<file path="src/rtl/jtdsp16_rom_fetch_pkg.sv">
// jtdsp16_rom_fetch_pkg: shared widths and fill FSM states for the program ROM fetch unit
package jtdsp16_rom_fetch_pkg;
  localparam int AW_DEF = 16;
  localparam int DW_DEF = 16;
  typedef enum logic [1:0] {IDLE, DFILL, PFILL} fsm_t;
endpackage

</file>
<file path="src/rtl/jtdsp16_rom_fetch_if.sv">
// jtdsp16_rom_fetch_if: cs/ok word-read handshake towards the external memory controller
interface jtdsp16_rom_fetch_if
  import jtdsp16_rom_fetch_pkg::*;
#(
  parameter int AW = AW_DEF,
  parameter int DW = DW_DEF
);
  logic [AW-1:0] ext_addr;
  logic          ext_cs;
  logic [DW-1:0] ext_data;
  logic          ext_ok;
  modport master (output ext_addr, ext_cs, input ext_data, ext_ok);
  modport slave  (input ext_addr, ext_cs, output ext_data, ext_ok);
endinterface

</file>
<file path="src/rtl/jtdsp16_rom_fetch_buf.sv">
// jtdsp16_rom_fetch_buf: direct-mapped word buffer with demand and prefetch lookup ports
module jtdsp16_rom_fetch_buf
  import jtdsp16_rom_fetch_pkg::*;
#(
  parameter int AW = AW_DEF,
  parameter int DW = DW_DEF,
  parameter int LW = 2
) (
  input  logic          clk,
  input  logic          rst,
  input  logic          i_flush,
  input  logic          i_we,
  input  logic [AW-1:0] i_waddr,
  input  logic [DW-1:0] i_wdata,
  input  logic [AW-1:0] i_raddr,
  output logic          o_hit,
  output logic [DW-1:0] o_rdata,
  input  logic [AW-1:0] i_paddr,
  output logic          o_phit
);
  localparam int N = 1 << LW;
  logic [N-1:0]    r_valid;
  logic [AW-LW-1:0] r_tag [N];
  logic [DW-1:0]   r_data [N];
  assign o_hit   = r_valid[i_raddr[LW-1:0]] && r_tag[i_raddr[LW-1:0]] == i_raddr[AW-1:LW];
  assign o_phit  = r_valid[i_paddr[LW-1:0]] && r_tag[i_paddr[LW-1:0]] == i_paddr[AW-1:LW];
  assign o_rdata = r_data[i_raddr[LW-1:0]];
  // valid bits: flush or reset empties the whole buffer, a fill marks its slot
  always_ff @(posedge clk) begin
    if (rst || i_flush) r_valid <= '0;
    else if (i_we) r_valid[i_waddr[LW-1:0]] <= 1'b1;
  end
  // tag/data storage needs no reset, it is masked by the valid bit
  always_ff @(posedge clk) begin
    if (i_we) begin
      r_tag[i_waddr[LW-1:0]]  <= i_waddr[AW-1:LW];
      r_data[i_waddr[LW-1:0]] <= i_wdata;
    end
  end
endmodule

</file>
<file path="src/rtl/jtdsp16_rom_fetch.sv">
// jtdsp16_rom_fetch: serves DSP program words from a small buffer filled over a cs/ok bus
module jtdsp16_rom_fetch
  import jtdsp16_rom_fetch_pkg::*;
#(
  parameter int AW   = AW_DEF,
  parameter int DW   = DW_DEF,
  parameter int LW   = 2,
  parameter int PREF = 1
) (
  input  logic          clk,
  input  logic          rst,
  input  logic          i_cen,
  input  logic          i_flush,
  input  logic [AW-1:0] i_rom_addr,
  output logic [DW-1:0] o_rom_dout,
  output logic          o_rom_ok,
  output logic          o_dsp_cen,
  jtdsp16_rom_fetch_if.master ext
);
  fsm_t          r_st;
  logic          r_cs;
  logic          r_first;
  logic          r_drop;
  logic [AW-1:0] r_addr;
  logic          w_hit;
  logic          w_nhit;
  logic          w_we;
  logic [AW-1:0] w_naddr;
  logic [DW-1:0] w_rdata;
  assign w_naddr      = i_rom_addr + AW'(1);
  assign w_we         = r_st != IDLE && !r_first && ext.ext_ok && !r_drop && !i_flush;
  assign o_rom_ok     = w_hit;
  assign o_rom_dout   = w_hit ? w_rdata : '0;
  assign o_dsp_cen    = i_cen & w_hit;
  assign ext.ext_addr = r_addr;
  assign ext.ext_cs   = r_cs;
  jtdsp16_rom_fetch_buf #(.AW(AW), .DW(DW), .LW(LW)) u_buf (
    .clk    (clk),
    .rst    (rst),
    .i_flush(i_flush),
    .i_we   (w_we),
    .i_waddr(r_addr),
    .i_wdata(ext.ext_data),
    .i_raddr(i_rom_addr),
    .o_hit  (w_hit),
    .o_rdata(w_rdata),
    .i_paddr(w_naddr),
    .o_phit (w_nhit)
  );
  // fill sequencer: demand miss first, else prefetch next word; a fill always runs to its ok
  always_ff @(posedge clk) begin
    if (rst) begin
      r_st    <= IDLE;
      r_cs    <= 1'b0;
      r_addr  <= '0;
      r_first <= 1'b0;
      r_drop  <= 1'b0;
    end else if (r_st == IDLE) begin
      r_first <= 1'b1;
      r_drop  <= 1'b0;
      if (!w_hit && !i_flush) begin
        r_st   <= DFILL;
        r_addr <= i_rom_addr;
        r_cs   <= 1'b1;
      end else if (w_hit && PREF != 0 && !w_nhit) begin
        r_st   <= PFILL;
        r_addr <= w_naddr;
        r_cs   <= 1'b1;
      end
    end else begin
      r_first <= 1'b0;
      if (!r_first && ext.ext_ok) begin
        r_st   <= IDLE;
        r_cs   <= 1'b0;
        r_drop <= 1'b0;
      end else if (i_flush) r_drop <= 1'b1;
    end
  end
endmodule

</file>
<file path="src/flat_wrapper.sv">
// flat-port wrapper written by rule: the top's interface ports become plain ports
module jtdsp16_rom_fetch_flat import jtdsp16_rom_fetch_pkg::*;
#(
  parameter int AW   = AW_DEF,
  parameter int DW   = DW_DEF,
  parameter int LW   = 2,
  parameter int PREF = 1
)
  (clk, rst, i_cen, i_flush, i_rom_addr, o_rom_dout, o_rom_ok, o_dsp_cen, ext_ext_addr, ext_ext_cs, ext_ext_data, ext_ext_ok);
  jtdsp16_rom_fetch_if #(.AW(AW), .DW(DW)) ext_i ();
  input  logic clk;
  input  logic rst;
  input  logic i_cen;
  input  logic i_flush;
  input  logic [AW-1:0] i_rom_addr;
  output logic [DW-1:0] o_rom_dout;
  output logic o_rom_ok;
  output logic o_dsp_cen;
  output wire logic [$bits(ext_i.ext_addr)-1:0] ext_ext_addr;
  output wire logic [$bits(ext_i.ext_cs)-1:0] ext_ext_cs;
  input wire logic [$bits(ext_i.ext_data)-1:0] ext_ext_data;
  input wire logic [$bits(ext_i.ext_ok)-1:0] ext_ext_ok;
  assign ext_ext_addr = ext_i.ext_addr;
  assign ext_ext_cs = ext_i.ext_cs;
  assign ext_i.ext_data = ext_ext_data;
  assign ext_i.ext_ok = ext_ext_ok;
  jtdsp16_rom_fetch #(.AW(AW), .DW(DW), .LW(LW), .PREF(PREF)) u_core (.clk(clk), .rst(rst), .i_cen(i_cen), .i_flush(i_flush), .i_rom_addr(i_rom_addr), .o_rom_dout(o_rom_dout), .o_rom_ok(o_rom_ok), .o_dsp_cen(o_dsp_cen), .ext(ext_i));
endmodule
</file>
<file path="config.mk">
export PLATFORM = sky130hd
export DESIGN_NAME = jtdsp16_rom_fetch_flat
export DESIGN_NICKNAME = d
export VERILOG_FILES = /design/src/rtl/jtdsp16_rom_fetch_pkg.sv /design/src/rtl/jtdsp16_rom_fetch_if.sv /design/src/rtl/jtdsp16_rom_fetch_buf.sv /design/src/rtl/jtdsp16_rom_fetch.sv /design/src/flat_wrapper.sv
export SDC_FILE = /design/constraint.sdc
export NUM_CORES = 1
export LEC_CHECK = 0
export CORE_MARGIN = 4
export CORE_UTILIZATION = 25
export CTS_CLUSTER_SIZE = 40
export DETAILED_ROUTE_END_ITERATION = 8
export SYNTH_ARGS = -nofsm -noshare
export SYNTH_HDL_FRONTEND = slang
export SYNTH_HIERARCHICAL = 1
export SYNTH_SLANG_ARGS = --single-unit
export TNS_END_PERCENT = 20
</file>
<file path="constraint.sdc">
create_clock -name clk -period 10.8 [get_ports clk]
set_input_delay 2.16 -clock clk [delete_from_list [all_inputs] [get_ports clk]]
set_output_delay 2.16 -clock clk [all_outputs]
set_load 0.03 [all_outputs]
</file>
==> qor_table.md <==
| Parameter | Reported |
|---|---|
| Critical path data arrival time | 5910 ps |
| Number of antenna violations at the first check in global routing | 0 |
| Critical-path cell list | buf_2 -> buf_4 -> mux4_1 -> xor2_1 -> nor4_2 -> nand4_1 -> nor4_4 -> buf_4 -> and2_1 -> clkdlybuf4s50_1 |
| Cell type with the highest aggregate area in the netlist | sky130_fd_sc_hd__edfxtp_1 |
| Max-cap violations | 0 |
| Primary flip-flop cell chosen by synthesis mapping | sky130_fd_sc_hd__edfxtp_1 |
| Die area | 29600 um2 |
| Number of global-route vias before repair | 4289 |
| Vias post-DR | 4138 |
| Top cells by area, synth | sky130_fd_sc_hd__edfxtp_1, sky130_fd_sc_hd__mux4_2, sky130_fd_sc_hd__dfxtp_1 |
| Routing usage on met1 | 0.144 |
| Final clock period utilization by the worst path | 0.748 |
| Area growth from synthesis to layout | 24.0% |
| Number of buffers inserted by hold repair at cts | 0 |
| Net count of the mapped netlist | 478 |
| Nature of the critical path endpoint | output port |
| Rel. slew slack | 0.207 |
| DRC marker count from the first detailed-route iteration | 364 |
| Residual antenna-violating net count after detailed routing | 0 |
| Unique masters post-synth | 52 |
| TritonCTS clock tree | yes |
| Register area share after synthesis | 0.609 |
| Area taken by flip-flops and latches | 4100 um2 |
| Cell area power density | 159 nW/um2 |
| Cell with the largest stage delay on the worst path | sky130_fd_sc_hd__clkdlybuf4s50_1 |
| Largest net degree at the start of global routing | 44 |
| Leakage power | 0.00270 uW |
| Pins Over Slew Limit | 0 |
| Highest ir drop seen on vdd | 0.0776 mV |
| DRC violation count after routing | 0 |
| Number of antenna diodes | 0 |
| Flops & latches, synth | 145 |
| Drt first pass iters | 4 |
| Post-route core utilization | 0.318 |
| Mapped Cells | 440 |
| Number of warning messages in the yosys log | 6 |
| Floorplan die width | 172 um |
| Routed len/inst | 18.9 um |
| Post-cts resize count | 0 |
| Clock-pin slew on the worst setup and hold paths | 60 ps |
| Worst min path class | reg -> reg |
| Share of layout cells above drive strength 1 | 0.152 |
| H-tree depth | 4 |
| Outcome | completed |
| Maximum clock skew at final layout | 6.51 ps |
| Post-CTS setup repair buffer count | 0 |
| Maximum net fanout on the critical path | 39 |
| Clock latency on the worst-skew pair | 420 ps |
| Required time at the worst-slack endpoint | 8640 ps |
| Fin nets | 552 |
| Critical path origin | i_rom_addr[0] |
| Weighted congestion reported at the end of routability-driven placement | 0.826 |
| Vias per Instance | 4.80 |
| Grt met2 use | 0.189 |
| Core area | 26300 um2 |
| Setup_tns | 0 ps |
| Worst-case clock buffer depth | 2 |
| Number of clock buffers inserted by TritonCTS | 17 |
| Number of rows in the core area | 59 |
| Final worst hold slack | 470 ps |
| Hold_sp | u_core/r_st[0]$_SDFFE_PP0P_ |
| Detail Placement HPWL | 10600 um |
| Count of fill cells added during filler insertion | 2571 |
| Area of the mapped netlist | 6740 um2 |
| Share of the synthesized area in the top cell type | 0.535 |
| Die Ht | 172 um |
| Global-route wire length before repair | 25200 um |
| Highest Clock Rate | 0.124 GHz |
| Global-route usage over all layers | 0.113 |
| Leftover overflow at the end of global routing | 0 |
| Final count of negative-setup-slack endpoints | 0 |
| Synth async-reset ratio | 0 |
| Setup CP Type | in -> out |
| Number of enable-type register cells in the synthesized netlist | 120 |
| Total Wirelength | 16300 um |
| Number of sinks handled by clock tree synthesis | 145 |
| RSZ-0062 raised after global routing | no |
| Shortest period the worst path allows | 8070 ps |
| Largest stage delay, worst path | 670 ps |
| Effective utilization at floorplan | 0.256 |
| Master cell of the clock root buffer | sky130_fd_sc_hd__clkbuf_16 |
| Met3 track utilization from global routing | 0.0277 |
| Most used routing layer in global routing | met2 |
| Hold violation total from the final report | 0 |
| Number of buffers added on ports | 71 |
| Boundary pin count | 72 |
| Crit Reg-Reg Startpoint | u_core/u_buf/r_tag[3][7]$_DFFE_PP_ |
| Cell seen most often among critical-path stages | sky130_fd_sc_hd__buf_4 |
| Post-Synthesis Mean Instance Area | 15.3 um2 |
| Least-Margin Pin Slew | 1190 ps |
| CP Launch Type | primary input |
| Multi-input combinational cell area | 2480 um2 |
[flip-flops by register name, summed over array words and instances (netlist names)]
signal                count
u_core/ext.ext_addr      16
u_core/ext.ext_cs         1
u_core/r_drop             1
u_core/r_first            1
u_core/r_st               2
u_core/u_buf/r_data      64
u_core/u_buf/r_tag       56
u_core/u_buf/r_valid      4
[where the power goes]
part / total [uW] / switching, uW / internal, uW
clock network: 565 / 242 / 323
registers: 633 / 12.0 / 621
logic: 134 / 74.6 / 59.7
[logic make-up after synthesis]
family | synth area share
buffers and inverters | 0.0265
multiplexers | 0.153
flip-flops | 0.609
adder cells (fa/ha/maj) | 0.00186
XOR/XNOR | 0.0650
AND/OR/NAND/NOR | 0.0901
AO/OA/AOI/OAI | 0.0546
[through the flow]
| stage | total power, uW | instance area [um2] | instances | setup WS [ps] |
|---|---|---|---|---|
| floorplan | 725 | 6740 | 440 | 3750 |
| global placement | 778 | 7780 | 830 | 2660 |
| detailed placement | 780 | 7780 | 830 | 2630 |
| CTS | 1350 | 8360 | 862 | 2600 |
| global route | 1390 | 8360 | 862 | 2400 |
| finish | 1330 | 8360 | 862 | 2730 |
[cell type report]
| class | instances | share of cell area |
|---|---|---|
| flip-flops and latches | 145 | 0.491 |
| multi-input cells | 264 | 0.296 |
| clock buffers | 17 | 0.0509 |
| clock inverters | 15 | 0.0175 |
| repair buffers | 78 | 0.0901 |
| inverters | 8 | 0.00359 |
| well taps | 335 | 0.0502 |
[critical path, delay by kind of cell]
kind | cells | cell delay [ps]
buffers and inverters | 4 | 1610
AND/OR/NAND/NOR | 4 | 1310
multiplexers | 1 | 660
XOR/XNOR | 1 | 170
[cell usage after synthesis, types with 2 or more instances]
| library cell | instances |
|---|---|
| sky130_fd_sc_hd__o211ai_1 | 6 |
| sky130_fd_sc_hd__xnor2_1 | 28 |
| sky130_fd_sc_hd__inv_1 | 8 |
| sky130_fd_sc_hd__nor4_1 | 5 |
| sky130_fd_sc_hd__buf_1 | 3 |
| sky130_fd_sc_hd__nor3_1 | 8 |
| sky130_fd_sc_hd__nor2_1 | 29 |
| sky130_fd_sc_hd__buf_2 | 5 |
| sky130_fd_sc_hd__or3_1 | 2 |
| sky130_fd_sc_hd__xor2_1 | 22 |
| sky130_fd_sc_hd__clkbuf_1 | 9 |
| sky130_fd_sc_hd__dfxtp_1 | 25 |
| sky130_fd_sc_hd__nand2_1 | 16 |
| sky130_fd_sc_hd__edfxtp_1 | 120 |
| sky130_fd_sc_hd__a21oi_1 | 4 |
| sky130_fd_sc_hd__nand3_1 | 4 |
| sky130_fd_sc_hd__buf_12 | 2 |
| sky130_fd_sc_hd__mux4_1 | 9 |
| sky130_fd_sc_hd__nor4_2 | 5 |
| sky130_fd_sc_hd__mux4_2 | 29 |
| sky130_fd_sc_hd__buf_6 | 3 |
| sky130_fd_sc_hd__o21a_1 | 4 |
| sky130_fd_sc_hd__and3_1 | 3 |
| sky130_fd_sc_hd__and2_1 | 18 |
| sky130_fd_sc_hd__nand3b_1 | 3 |
| sky130_fd_sc_hd__o2111ai_1 | 3 |
| sky130_fd_sc_hd__mux2i_1 | 13 |
| sky130_fd_sc_hd__a311oi_1 | 4 |
| sky130_fd_sc_hd__o21ai_0 | 8 |
| sky130_fd_sc_hd__o22ai_1 | 2 |
| sky130_fd_sc_hd__nand2b_1 | 4 |
| sky130_fd_sc_hd__nand4_1 | 5 |
| sky130_fd_sc_hd__a211oi_1 | 12 |
[routing by layer]
layer	up-vias	wire length, um
li1	1875	-
met1	2151	7150
met2	91	8170
met3	21	704
met4	0	250
met5	-	0
[final timing paths]
check / endpoint / slack [ps] / cells past startpoint
setup / recovery: o_rom_dout[1] / 2730 / 10
hold / removal: u_core/r_first$_SDFF_PP0_ / 470 / 1
setup reg to reg: u_core/ext.ext_addr[14]$_SDFFE_PP0P_ / 6640 / 11
hold reg to reg: u_core/r_first$_SDFF_PP0_ / 470 / 1
[layout by cell type (no fill, tap or decap), types with 4 or more instances in the layout]
cell / instances
sky130_fd_sc_hd__mux4_2: 29
sky130_fd_sc_hd__a21oi_1: 4
sky130_fd_sc_hd__and2_1: 18
sky130_fd_sc_hd__inv_1: 8
sky130_fd_sc_hd__nand3_1: 4
sky130_fd_sc_hd__clkbuf_16: 17
sky130_fd_sc_hd__o21ai_0: 8
sky130_fd_sc_hd__mux2i_1: 13
sky130_fd_sc_hd__buf_4: 7
sky130_fd_sc_hd__nor2_1: 28
sky130_fd_sc_hd__o211ai_1: 6
sky130_fd_sc_hd__nor4_1: 5
sky130_fd_sc_hd__nor3_1: 8
sky130_fd_sc_hd__nand2_1: 16
sky130_fd_sc_hd__o21a_1: 4
sky130_fd_sc_hd__dfxtp_1: 25
sky130_fd_sc_hd__nor4_2: 4
sky130_fd_sc_hd__nand2b_1: 4
sky130_fd_sc_hd__a311oi_1: 4
sky130_fd_sc_hd__nand4_1: 5
sky130_fd_sc_hd__clkdlybuf4s50_1: 69
sky130_fd_sc_hd__edfxtp_1: 120
sky130_fd_sc_hd__xnor2_1: 28
sky130_fd_sc_hd__inv_6: 6
sky130_fd_sc_hd__xor2_1: 22
sky130_fd_sc_hd__a211oi_1: 12
sky130_fd_sc_hd__mux4_1: 9
No activity file was read; power rests on OpenSTA's default activity.
